`config.mk`:
```
export PLATFORM = sky130hd
export DESIGN_NAME = bit_normalizer_seq_flat
export DESIGN_NICKNAME = d
export VERILOG_FILES = /design/src/rtl/bit_normalizer_seq_if.sv /design/src/rtl/bit_normalizer_seq.sv /design/src/flat_wrapper.sv
export SDC_FILE = /design/constraint.sdc
export NUM_CORES = 1
export LEC_CHECK = 0
export BUFFER_PORTS_ARGS = -buffer_cell sky130_fd_sc_hd__buf_2
export CAP_MARGIN = 40
export CORE_ASPECT_RATIO = 0.7
export CORE_UTILIZATION = 57
export DETAILED_ROUTE_END_ITERATION = 16
export PLACE_DENSITY = 0.82
export REMOVE_ABC_BUFFERS = 1
export SYNTH_ARGS = -nofsm -noshare
export SYNTH_HDL_FRONTEND = slang
export SYNTH_SLANG_ARGS = --single-unit
```
`constraint.sdc`:
```
create_clock -name clk -period 4.03 [get_ports clk]
set_clock_uncertainty 0.15 [all_clocks]
set_input_delay 0.6045 -clock clk [delete_from_list [all_inputs] [get_ports clk]]
set_output_delay 0.6045 -clock clk [all_outputs]
set_load 0.05 [all_outputs]
```
`src/rtl/bit_normalizer_seq_if.sv`:
```
// Start/done handshake bundle for the sequential bit normaliser.
interface bit_normalizer_seq_if #(
   parameter int WIDTH = 8,
   parameter int SW    = 3
) ();
   logic             start;
   logic [WIDTH-1:0] in;
   logic             dir;
   logic             busy;
   logic             done;
   logic [WIDTH-1:0] out;
   logic [SW-1:0]    shamt;
   logic             zero;

   modport master (output start, in, dir, input busy, done, out, shamt, zero);
   modport slave  (input start, in, dir, output busy, done, out, shamt, zero);
endinterface

```
`src/rtl/bit_normalizer_seq.sv`:
```
// Sequential normaliser: shifts a word one bit per clock until its leading set
// bit reaches the chosen edge, recovering the shift count for the barrel shifter.
//
// state | meaning
// IDLE  | waiting for start
// SHIFT | shifting toward target edge, one bit per clock
// DONE  | one-cycle result strobe; start here chains the next operation
module bit_normalizer_seq #(
   parameter int WIDTH = 8,
   parameter int SW    = 3
) (
   input  logic clk,
   input  logic rst_n,
   bit_normalizer_seq_if.slave bus
);

   typedef enum logic [1:0] {IDLE, SHIFT, DONE} state_t;

   state_t           state_q, state_d;
   logic [WIDTH-1:0] data_q,  data_d;
   logic             dir_q,   dir_d;
   logic [SW-1:0]    count_q, count_d;
   logic [WIDTH-1:0] out_q,   out_d;
   logic [SW-1:0]    shamt_q, shamt_d;
   logic             zero_q,  zero_d;
   logic             target;

   always_ff @(posedge clk or negedge rst_n) begin
      if (!rst_n) begin
         state_q <= IDLE;
         data_q  <= '0;
         dir_q   <= 1'b0;
         count_q <= '0;
         out_q   <= '0;
         shamt_q <= '0;
         zero_q  <= 1'b0;
      end else begin
         state_q <= state_d;
         data_q  <= data_d;
         dir_q   <= dir_d;
         count_q <= count_d;
         out_q   <= out_d;
         shamt_q <= shamt_d;
         zero_q  <= zero_d;
      end
   end

   always_comb begin
      state_d = state_q;
      data_d  = data_q;
      dir_d   = dir_q;
      count_d = count_q;
      out_d   = out_q;
      shamt_d = shamt_q;
      zero_d  = zero_q;
      target  = dir_q ? data_q[0] : data_q[WIDTH-1];
      case (state_q)
         IDLE, DONE: begin
            if (bus.start) begin
               data_d  = bus.in;
               dir_d   = bus.dir;
               count_d = '0;
               zero_d  = 1'b0;
               state_d = SHIFT;
            end else begin
               state_d = IDLE;
            end
         end
         SHIFT: begin
            if (data_q == '0) begin
               zero_d  = 1'b1;
               shamt_d = '0;
               out_d   = '0;
               state_d = DONE;
            end else if (target) begin
               out_d   = data_q;
               shamt_d = count_q;
               state_d = DONE;
            end else begin
               data_d = dir_q ? (data_q >> 1) : (data_q << 1);
               // A nonzero word reaches the edge by WIDTH-1 shifts; the guard only keeps count from wrapping.
               if (count_q != SW'(WIDTH - 1)) count_d = count_q + SW'(1);
            end
         end
         default: state_d = IDLE;
      endcase
   end

   assign bus.busy  = (state_q == SHIFT);
   assign bus.done  = (state_q == DONE);
   assign bus.out   = out_q;
   assign bus.shamt = shamt_q;
   assign bus.zero  = zero_q;

endmodule

```
`src/flat_wrapper.sv`:
```
// flat-port wrapper written by rule: the top's interface ports become plain ports
module bit_normalizer_seq_flat 
#(
   parameter int WIDTH = 8,
   parameter int SW    = 3
)
  (clk, rst_n, bus_start, bus_in, bus_dir, bus_busy, bus_done, bus_out, bus_shamt, bus_zero);
  bit_normalizer_seq_if #(.WIDTH(WIDTH), .SW(SW)) bus_i ();
  input  logic clk;
  input  logic rst_n;
  input wire logic [$bits(bus_i.start)-1:0] bus_start;
  input wire logic [$bits(bus_i.in)-1:0] bus_in;
  input wire logic [$bits(bus_i.dir)-1:0] bus_dir;
  output wire logic [$bits(bus_i.busy)-1:0] bus_busy;
  output wire logic [$bits(bus_i.done)-1:0] bus_done;
  output wire logic [$bits(bus_i.out)-1:0] bus_out;
  output wire logic [$bits(bus_i.shamt)-1:0] bus_shamt;
  output wire logic [$bits(bus_i.zero)-1:0] bus_zero;
  assign bus_i.start = bus_start;
  assign bus_i.in = bus_in;
  assign bus_i.dir = bus_dir;
  assign bus_busy = bus_i.busy;
  assign bus_done = bus_i.done;
  assign bus_out = bus_i.out;
  assign bus_shamt = bus_i.shamt;
  assign bus_zero = bus_i.zero;
  bit_normalizer_seq #(.WIDTH(WIDTH), .SW(SW)) u_core (.clk(clk), .rst_n(rst_n), .bus(bus_i));
endmodule
```
== Word level (Yosys, flattened, before mapping) ==
Cells that the tools add are included.
Storage, ports and cells
  output and inout bits: 14
  word-level logic and storage cells: 49
  memories kept: 0
  bits in latches: 0
  RAM bits: 0
  register bits after elaboration: 26
  bits in read-only memories: 0
Cells by class
  shifts and indexed selects: 0
  bitwise operators: 0
  divide/modulo/power cells: 0
  multipliers: 0
  magnitude comparators: 0
  eq/ne operators: 9
  muxes and demuxes: 22
  add/sub/neg operators: 1
  reductions and logical operators: 10
Operators by type and width (count)
  $mux W8: 6
  $mux W3: 6
  $pmux W8 S2: 1
  $logic_not A8 Y1: 1
  $ne A2 B2 Y1 const B: 3
  $pmux W3 S2: 1
  $reduce_and A5 Y1: 1
  $mux W1: 4
  $mux W2: 2
  $ne A2 B1 Y1 const B: 2
  $pmux W2 S2: 1
  $reduce_and A2 Y1: 2
  $reduce_and A4 Y1: 1
  $reduce_bool A2 Y1: 2
  $add A3 B1 Y3 const B: 1
  $ne A3 B1 Y1 const B: 1
  $ne A3 B3 Y1 const B: 1
  $reduce_and A3 Y1: 1
  $eq A2 B1 Y1 const B: 1
  $eq A2 B2 Y1 const B: 1
  $logic_not A2 Y1: 1
  $pmux W1 S2: 1
  $reduce_or A2 Y1: 1

== Longest topological paths before layout ==
Gate-level depths: netlist of run 1.
  word-level depth: 5
  mapped depth: 5
  depth with buffers taken out: 5

== Worst setup path before layout of run 1 ==
OpenSTA, ideal clock, no wires.
  kind: flip-flop to flip-flop
  start: reg u_core.data_q[1]
  end: reg u_core.data_q[0]
  stages on the path, launching flop included: 5
  data arrival time: 1.558 ns
  path slack: 2.197 ns
  data required time: 3.755 ns
  path buffers: 0
  cells stage by stage: dfrtp_1 -> nor4_2 -> a211oi_2 -> nor2_4 -> mux2_4
On the way
  longest elaborated chain between the ends: 4
RTL lines
  start: declaration: line bit_normalizer_seq.sv:20  | logic [WIDTH-1:0] data_q, data_d;
  start signal: assignment: line bit_normalizer_seq.sv:39  | data_q <= data_d;
  $mux W8: line bit_normalizer_seq.sv:80  | data_d = dir_q ? (data_q >> 1) : (data_q << 1);
  $mux W8: line bit_normalizer_seq.sv:75  | end else if (target) begin
  $mux W8: line bit_normalizer_seq.sv:70  | if (data_q == '0) begin
  $pmux W8 S2: line bit_normalizer_seq.sv:57  | case (state_q)
Several ways; a longest one is shown, not always the timed one. The select of a mux whose other input is x is not followed.
A chain may end at the register's enable or synchronous reset.

== Worst setup path after layout of run 1 ==
  start: reg u_core.state_q[1]
  end: out bus_busy
On the way
  longest elaborated chain between the ends: 1
RTL lines
  start: declaration: line bit_normalizer_seq.sv:19  | state_t state_q, state_d;
  start signal: assignment: line bit_normalizer_seq.sv:38  | state_q <= state_d;
  $eq A2 B1 Y1: line bit_normalizer_seq.sv:89  | assign bus.busy = (state_q == SHIFT);
  end: declaration: line flat_wrapper.sv:14  | output wire logic [$bits(bus_i.busy)-1:0] bus_busy;
Every way passes these cells.

==> flow_summary_export.csv, run 1 <==
group,metric,value,unit
global_route,grt_start_max_net_pins,27,
job,cap_viol_max_count,0,
cts,cts_num_sinks,26,
timing,hold_viol,0,
timing,fin_crit,2298,ps
detailed_routing,vias,853,
global_route,met1_usage,30.67,%
timing,finalCritPeriodShare,57.02,%
timing,setup_tns,0,ps
detailed_routing,drc,0,
timing,fmax,435.2,MHz
critical_path,end_kind,"output port",
logic_synthesis,synth-simple-area-share,11.78,%
timing,rsz0062_at_grt,"no",
global_route,antenna_found_initial,0,
logic_synthesis,synth-compound-area-share,8.301,%
logic_synthesis,synth_warnings,0,
logic_synthesis,postSynthCellCount,107,
global_route,grt-busiest-layer,"met1",
cts,clkTransAtPathRegs,150,ps
cells_and_area,n_fill_cell,170,
floorplan,dieArea,2472,um^2
critical_path,crit_arrival,1540,ps
cts,cts_buffers,3,
logic_synthesis,syn_area,1296,um^2
cts,cts.path.max_buffers,2,
cts,cts_resized,0,
cells_and_area,multi_input_area,593.1,um^2
logic_synthesis,synth_top_family_by_area,"multiplexers",
placement,io_buffer_count,25,
cells_and_area,fin_cells,166,
global_route,grt_first_pass_wirelength,3795,um
logic_synthesis,ys_types,27,
critical_path,path_max_fanout,7,
floorplan,die_h,41.90,um
floorplan,rows,14,
timing,slew_viol_final,0,
critical_path,worst_setup_path_start_kind,"flip-flop",
detailed_routing,wl_per_cell,13.32,um
timing,slew_headroom,63.09,%
cts,htree_levels,1,
logic_synthesis,synth_mux_area_share,23.75,%
global_route,gr-usage-met2,28.86,%
cts,cts_setup_buffers,0,
floorplan,io_pins,26,
global_route,grt_use_total,20.84,%
global_route,gr-total-overflow,0,
cells_and_area,seq_area,650.6,um^2
outcome,status,"finished, final reports clean",
cells_and_area,drive_above_1_share,37.31,%
logic_synthesis,syn-mean-instance-area,12.11,um^2
timing,worstMarginPinSlew,553.6,ps
logic_synthesis,synth-seq-cells,26,
critical_path,worstPathRequired,3280,ps
cts,cts_tree,"done",
placement,dpl.hpwl,1579,um
detailed_routing,antenna_left,0,
cts,postCtsHoldBufs,0,
critical_path,critPathKind,"flip-flop to output port",
floorplan,start_util,60.16,%
floorplan,coreArea,2155,um^2
logic_synthesis,synthXorXnorAreaFrac,0,%
timing,final-setup-viol-count,0,
logic_synthesis,synth_seq_area_share,50.19,%
placement,place_inst,161,
min_path,hp-class,"input port to async pin",
cts,root_buffer,"clkbuf_4",
floorplan,dieWidth,59.00,um
global_route,use_met3,6.542,%
detailed_routing,viasPerCell,5.139,
placement,place.gp.congestion,0.7659,
cells_and_area,final_nets,149,
cts,clock_latency,330,ps
global_route,grt_pass1_vias,819,
cells_and_area,area_growth,14.96,%
detailed_routing,first_iter_violations,51,
cells_and_area,diodes,0,
detailed_routing,firstDrtPassIters,4,
logic_synthesis,synth_adder_area_share,1.931,%
detailed_routing,routed_wl,2211,um
## cells by family (layout without fill, tap and decap cells)
group | Yosys count | after routing
multiplexers | 25 | 25
buffers and inverters | 12 | 39
flip-flops | 26 | 26
AND/OR/NAND/NOR | 25 | 25
AO/OA/AOI/OAI | 17 | 17
adder cells (fa/ha/maj) | 2 | 2
## area by class of cell
class | instances | share of cell area, %
repair buffers | 26 | 9.152
clock buffers | 4 | 2.435
well taps | 32 | 2.687
flip-flops and latches | 26 | 43.66
multi-input cells | 69 | 39.80
inverters | 9 | 2.267
## placed cells by master (no fill, tap or decap), drive strengths merged
cell type,count
and2b,1
clkbuf,4
dfrtp,26
nand2,8
nand4,2
nor2b,2
a211oi,1
o31ai,1
a22o,2
mux2,13
nand2b,1
o21ai,5
a21oi,7
o22ai,1
nor2,8
mux2i,12
nor4,2
inv,9
nand3,1
buf,26
ha,2
## path summary, 6_finish.rpt
path	startpoint	end	slack (ps)	depth (start not counted)
max in group asynchronous	rst_n	u_core.dir_q	3260	1
worst max-delay path	u_core.state_q[1]	bus_busy	1730	3
worst max register to register	u_core.data_q[4]	u_core.data_q[7]	1990	4
worst min register to register	u_core.bus.shamt[1]	u_core.bus.shamt[1]	350	2
worst min-delay path	rst_n	u_core.bus.out[0]	90	1
min in group clk	u_core.bus.shamt[1]	u_core.bus.shamt[1]	350	2
## routing by layer
layer  vias up  routed length [um]  part of all wire [%]
met5         -                   0                     0
met4         0                   9                  0.41
met3         2                 119                   5.4
met2        26                 934                    42
met1       400                1148                    52
li1        425                   -                     -
## registers in the layout (all words and copies together) (netlist names)
| register | flops |
|---|---|
| u_core.bus.out | 8 |
| u_core.count_q | 3 |
| u_core.bus.zero | 1 |
| u_core.dir_q | 1 |
| u_core.data_q | 8 |
| u_core.state_q | 2 |
| u_core.bus.shamt | 3 |
## stage by stage
step / hold WS (ps) / worst slack (ps) / area [um^2] / utilization (%)
finish: 88.62 / 1732 / 1490 / 69.16
CTS: 111.8 / 1339 / 1479 / 68.64
global placement: 312.9 / 1787 / 1443 / 66.96
global route: 126.1 / 1634 / 1490 / 69.16
floorplan: 158.9 / 1869 / 1277 / -
detailed placement: 322.7 / 1723 / 1443 / 66.96
## worst max-delay path, cell delays in order, from the launching register on
cell,delay [ps]
dfrtp_1,390
nand2b_1,320
inv_1,210
buf_2,290
## synth_stat cells (all sizes together)
library cell | number | share of area [%]
nand2b | 1 | 0.48
ha | 2 | 1.9
a211oi | 1 | 0.97
buf | 1 | 0.87
nor2b | 2 | 0.97
clkbuf | 2 | 0.58
mux2i | 12 | 9.3
nand4 | 2 | 0.97
nand2 | 8 | 2.3
dfrtp | 26 | 50
o31ai | 1 | 0.58
a21oi | 7 | 3.0
o21ai | 5 | 1.9
mux2 | 13 | 14
and2b | 1 | 0.58
o22ai | 1 | 0.48
nand3 | 1 | 0.39
inv | 9 | 2.6
nor4 | 2 | 1.9
nor2 | 8 | 4.2
a22o | 2 | 1.4
Power of run 1 is left out: the tool's default activity adds up to more than one toggle a clock period on the data nets, which glitch-free logic cannot reach.
==> run 2: changes to the inputs <==
--- a/config.mk
+++ b/config.mk
@@ -8,9 +8,9 @@
 export BUFFER_PORTS_ARGS = -buffer_cell sky130_fd_sc_hd__buf_2
 export CAP_MARGIN = 40
 export CORE_ASPECT_RATIO = 0.7
-export CORE_UTILIZATION = 57
+export CORE_UTILIZATION = 48
 export DETAILED_ROUTE_END_ITERATION = 16
-export PLACE_DENSITY = 0.82
+export PLACE_DENSITY = 0.74
 export REMOVE_ABC_BUFFERS = 1
 export SYNTH_ARGS = -nofsm -noshare
 export SYNTH_HDL_FRONTEND = slang
==> constraint.sdc (replaced) <==
create_clock -name clk -period 2.05 [get_ports clk]
set_clock_uncertainty 0.15 [all_clocks]
set_input_delay 0.3075 -clock clk [delete_from_list [all_inputs] [get_ports clk]]
set_output_delay 0.3075 -clock clk [all_outputs]
set_load 0.05 [all_outputs]
==> run 2 against run 1 <==
Effect of this change:
- wire length is 14% higher
- core utilization is 6.6 points lower
- flip-flop and latch count stayed put
- critical endpoint unchanged
- highest routed layer unchanged
==> flow_summary_export.csv, run 2 (same netlist as run 1, synthesis figures left out) <==
group,metric,value,unit
detailed_routing,first_iter_violations,53,
global_route,grt_first_pass_wirelength,4036,um
critical_path,worst_setup_path_start_kind,"flip-flop",
detailed_routing,antenna_left,0,
cts,cts_buffers,3,
detailed_routing,vias,885,
placement,place_ws,124.8,ps
floorplan,die_h,45.48,um
cells_and_area,final_common_cell,"dfrtp_1",
cells_and_area,seq_area,650.6,um^2
cts,clkTransAtPathRegs,90,ps
detailed_routing,firstDrtPassIters,4,
detailed_routing,viasPerCell,5.145,
global_route,gr-total-overflow,0,
critical_path,crit_arrival,1500,ps
floorplan,coreArea,2515,um^2
timing,timing.hold.ws,118.8,ps
timing,rsz0062_at_grt,"no",
cells_and_area,multi_input_area,610.6,um^2
cells_and_area,diodes,0,
placement,place_inst,167,
cells_and_area,final_nets,153,
timing,fin_crit,1953,ps
timing,finalWorstSetupSlack,96.91,ps
cts,clock_latency,270,ps
timing,final-setup-viol-count,0,
floorplan,io_pins,26,
timing,slew_viol_final,0,
detailed_routing,wl_per_cell,14.69,um
critical_path,path_max_fanout,7,
cells_and_area,fin_cells,172,
cts,cts_num_sinks,26,
cells_and_area,n_fill_cell,211,
cts,htree_levels,1,
floorplan,dieArea,2916,um^2
cts,cts.path.max_buffers,2,
cells_and_area,final_cell_mix,"dfrtp_1 (26), buf_2 (25), mux2i_1 (12), mux2_4 (11)",
cells_and_area,area_growth,21.43,%
critical_path,end_kind,"output port",
cts,root_buffer,"clkbuf_8",
job,cap_viol_max_count,0,
placement,dpl.hpwl,1818,um
detailed_routing,drc,0,
timing,worstMarginPinSlew,576.5,ps
detailed_routing,routed_wl,2527,um
floorplan,rows,15,
cells_and_area,drive_above_1_share,38.41,%
floorplan,dieWidth,64.11,um
min_path,hp-class,"input port to flip-flop",
critical_path,worstPathRequired,1590,ps
placement,io_buffer_count,25,
placement,place.gp.congestion,0.8172,
timing,hold_viol,0,
timing,slew_headroom,61.57,%
outcome,status,"finished, final reports clean",
global_route,grt_pass1_vias,845,
critical_path,critPathKind,"flip-flop to output port",
timing,finalCritPeriodShare,95.27,%
floorplan,start_util,51.54,%
global_route,grt_use_total,19.07,%
global_route,antenna_found_initial,0,
timing,fmax,512.0,MHz
cts,cts_tree,"done",
global_route,grt_start_max_net_pins,27,
## run 2: cell count changes in the layout (fill, tap and decap cells not counted), sizes merged
cell / change
buf: +3
bufinv: +1
clkbuf: -1
dlygate4sd3: +1
## run 2: worst max-delay path: stages (launching register included)
cell and delay, ps:
dfrtp_1 380, nand2b_1 230, buf_4 210, inv_1 120, buf_2 280
## run 2: path summary, 6_finish.rpt
kind	start	end	slack, ps	depth (start not counted)
worst max-delay path	u_core.state_q[1]	bus_busy	100	4
worst min-delay path	bus_dir	u_core.dir_q	120	2
worst max register to register	u_core.data_q[5]	u_core.data_q[4]	170	5
worst min register to register	u_core.bus.shamt[0]	u_core.bus.shamt[0]	330	2
max in group asynchronous	rst_n	u_core.dir_q	960	2
min in group asynchronous	rst_n	u_core.bus.out[2]	400	2
## run 2: layout make-up
type | instances | share of cell area, %
multi-input cells | 69 | 38.79
well taps | 34 | 2.703
repair buffers | 30 | 10.49
clock buffers | 3 | 2.623
flip-flops and latches | 26 | 41.34
inverters | 9 | 2.146
clock inverters | 1 | 1.908
## run 2: layer usage
metal	share of wire [%]	vias up	track usage [%]	routed length, um
li1	-	432	-	-
met1	52	430	27.06	1326
met4	0.83	0	5.333	21
met3	3.8	2	5.250	95
met2	43	21	28.94	1083
met5	0	-	0	0
## run 2: timing repair
| action | 4_1_cts | 5_1_grt |
|---|---|---|
| setup endpoints to repair | 0 | 12 |
| buffers inserted | 0 | 0 |
| hold buffers | 1 | 0 |
| hold endpoints to repair | 26 | 0 |
| resized for setup | 0 | 2 |
## run 2: through the flow
step | TNS (ps) | util [%] | instance area [um^2]
floorplan | -156.5 | - | 1277
global placement | 0 | 58.66 | 1475
detailed placement | 0 | 58.66 | 1475
CTS | 0 | 61.89 | 1556
global route | 0 | 62.59 | 1574
finish | 0 | 62.59 | 1574
Power of run 2 is left out for the same reason.
==> run 3: changes to the inputs <==
==> constraint.sdc (replaced) <==
create_clock -name clk -period 2.05 [get_ports clk]
set_clock_uncertainty 0.15 [all_clocks]
set_input_delay 0.41 -clock clk [delete_from_list [all_inputs] [get_ports clk]]
set_output_delay 0.41 -clock clk [all_outputs]
set_load 0.05 [all_outputs]
==> run 3 against run 2 <==
Effect of this change:
- non-clock buffer count unchanged
- die area is the same
- worst setup slack got worse by 30 ps
- via count up 0.90%
- worst hold slack better by 100 ps
- cell area down 0.40%
==> flow_summary_export.csv, run 3 (same netlist as run 1, synthesis figures left out) <==
group,metric,value,unit
detailed_routing,first_iter_violations,41,
placement,place_area,1475,um^2
floorplan,rows,15,
timing,slew_viol_final,0,
timing,timing.hold.ws,219.4,ps
critical_path,path_cells,"nor4_2, a211oi_2, nor2_4, buf_4, mux2i_1",
floorplan,io_pins,26,
cells_and_area,drive_above_1_share,39.13,%
critical_path,slowest_delay,470,ps
global_route,grt_start_max_net_pins,27,
cells_and_area,final_nets,153,
cts,clock_latency,270,ps
critical_path,worst_setup_path_start_kind,"flip-flop",
detailed_routing,route.met2.wl,1190,um
outcome,status,"finished, final reports clean",
timing,fin_crit,1983,ps
cells_and_area,final_cell_mix,"dfrtp_1 (26), buf_2 (24), mux2i_1 (12), mux2_4 (11), nand2_1 (8)",
global_route,grt_pass1_vias,831,
detailed_routing,wl_per_cell,15.24,um
timing,finalCritPeriodShare,96.73,%
placement,place.gp.congestion,0.7897,
placement,dpl.hpwl,1824,um
global_route,grt_first_pass_wirelength,4071,um
global_route,gr-total-overflow,0,
cts,clkTransAtPathRegs,90,ps
cells_and_area,final_common_cell,"dfrtp_1",
floorplan,dieWidth,64.11,um
floorplan,die_h,45.48,um
global_route,antenna_found_initial,0,
timing,slew_headroom,62.08,%
critical_path,end_kind,"flip-flop",
cts,cts.path.max_buffers,2,
floorplan,coreArea,2515,um^2
critical_path,crit_family,"simple AND/OR/NAND/NOR gates",
floorplan,dieArea,2916,um^2
critical_path,path_max_fanout,5,
floorplan,start_util,51.54,%
detailed_routing,drc,0,
timing,hold_viol,0,
job,cap_viol_max_count,0,
min_path,hp-class,"input port to flip-flop",
detailed_routing,firstDrtPassIters,4,
cts,cts_setup_buffers,0,
detailed_routing,vias,893,
detailed_routing,routed_wl,2622,um
detailed_routing,route.met3.wl,134,um
critical_path,crit_arrival,2020,ps
critical_path,worstSetupStartpoint,"u_core.data_q[5]",
cts,cts_num_sinks,26,
cells_and_area,n_fill_cell,200,
cells_and_area,final_area,1568,um^2
detailed_routing,met1_length,1276,um
global_route,grt_use_total,19.17,%
cells_and_area,seq_area,650.6,um^2
critical_path,worstPathRequired,2090,ps
cts,htree_levels,1,
cells_and_area,area_growth,20.95,%
critical_path,worst-path-buf-inv,1,
critical_path,slowest_stage,"dfrtp_1",
critical_path,critPathKind,"flip-flop to flip-flop",
detailed_routing,antenna_left,0,
timing,rsz0062_at_grt,"no",
cells_and_area,diodes,0,
timing,worstMarginPinSlew,568.8,ps
critical_path,rr_startpoint,"u_core.data_q[5]",
placement,io_buffer_count,25,
min_path,min_from,"bus_dir",
cts,cts_buffers,3,
cts,root_buffer,"clkbuf_8",
timing,fmax,504.3,MHz
detailed_routing,viasPerCell,5.192,
detailed_routing,highest_layer,"met4",
cells_and_area,multi_input_area,601.8,um^2
cts,cts_tree,"done",
timing,final-setup-viol-count,0,
==> run 3: cell count changes in the layout (fill, tap and decap cells not counted), sizes merged <==
cell / previous run / this run
buf: 29 / 28
clkbuf: 3 / 4
==> run 3: final timing paths <==
kind,endpoint,slack (ps),depth (start not counted)
worst max-delay path,u_core.data_q[1],70,5
worst min-delay path,u_core.dir_q,220,2
worst max register to register,u_core.data_q[1],70,5
worst min register to register,u_core.bus.shamt[2],330,2
max in group asynchronous,u_core.data_q[1],860,2
min in group asynchronous,u_core.bus.out[1],500,2
==> run 3: final cells by class <==
class	count	share of cell area (%)
well taps	34	2.713
repair buffers	30	10.69
clock buffers	3	2.634
clock inverters	1	1.915
flip-flops and latches	26	41.50
multi-input cells	69	38.39
inverters	9	2.155
==> run 3: layer usage <==
layer  up-vias  GRT usage, %
met5         -             0
met4         0         6.667
li1        432             -
met1       431         28.03
met2        28         27.02
met3         2         5.750
==> run 3: per-stage QoR <==
stage / util, % / setup TNS (ps) / worst slack (ps) / instances
final: 62.34 / 0 / 66.97 / 172
after detailed placement: 58.66 / 0 / 110.0 / 167
after floorplan: - / -156.5 / -111.1 / 104
after global placement: 58.66 / 0 / 123.5 / 167
after global routing: 62.34 / 0 / 1.477 / 172
after CTS: 61.89 / 0 / 75.40 / 172
==> run 3: what timing repair did <==
action / in CTS / in global routing
setup endpoints to repair: 0 / 2
resized for setup: 0 / 3
hold buffers: 1 / 0
hold endpoints to repair: 26 / 0
Power of run 3 is left out for the same reason.
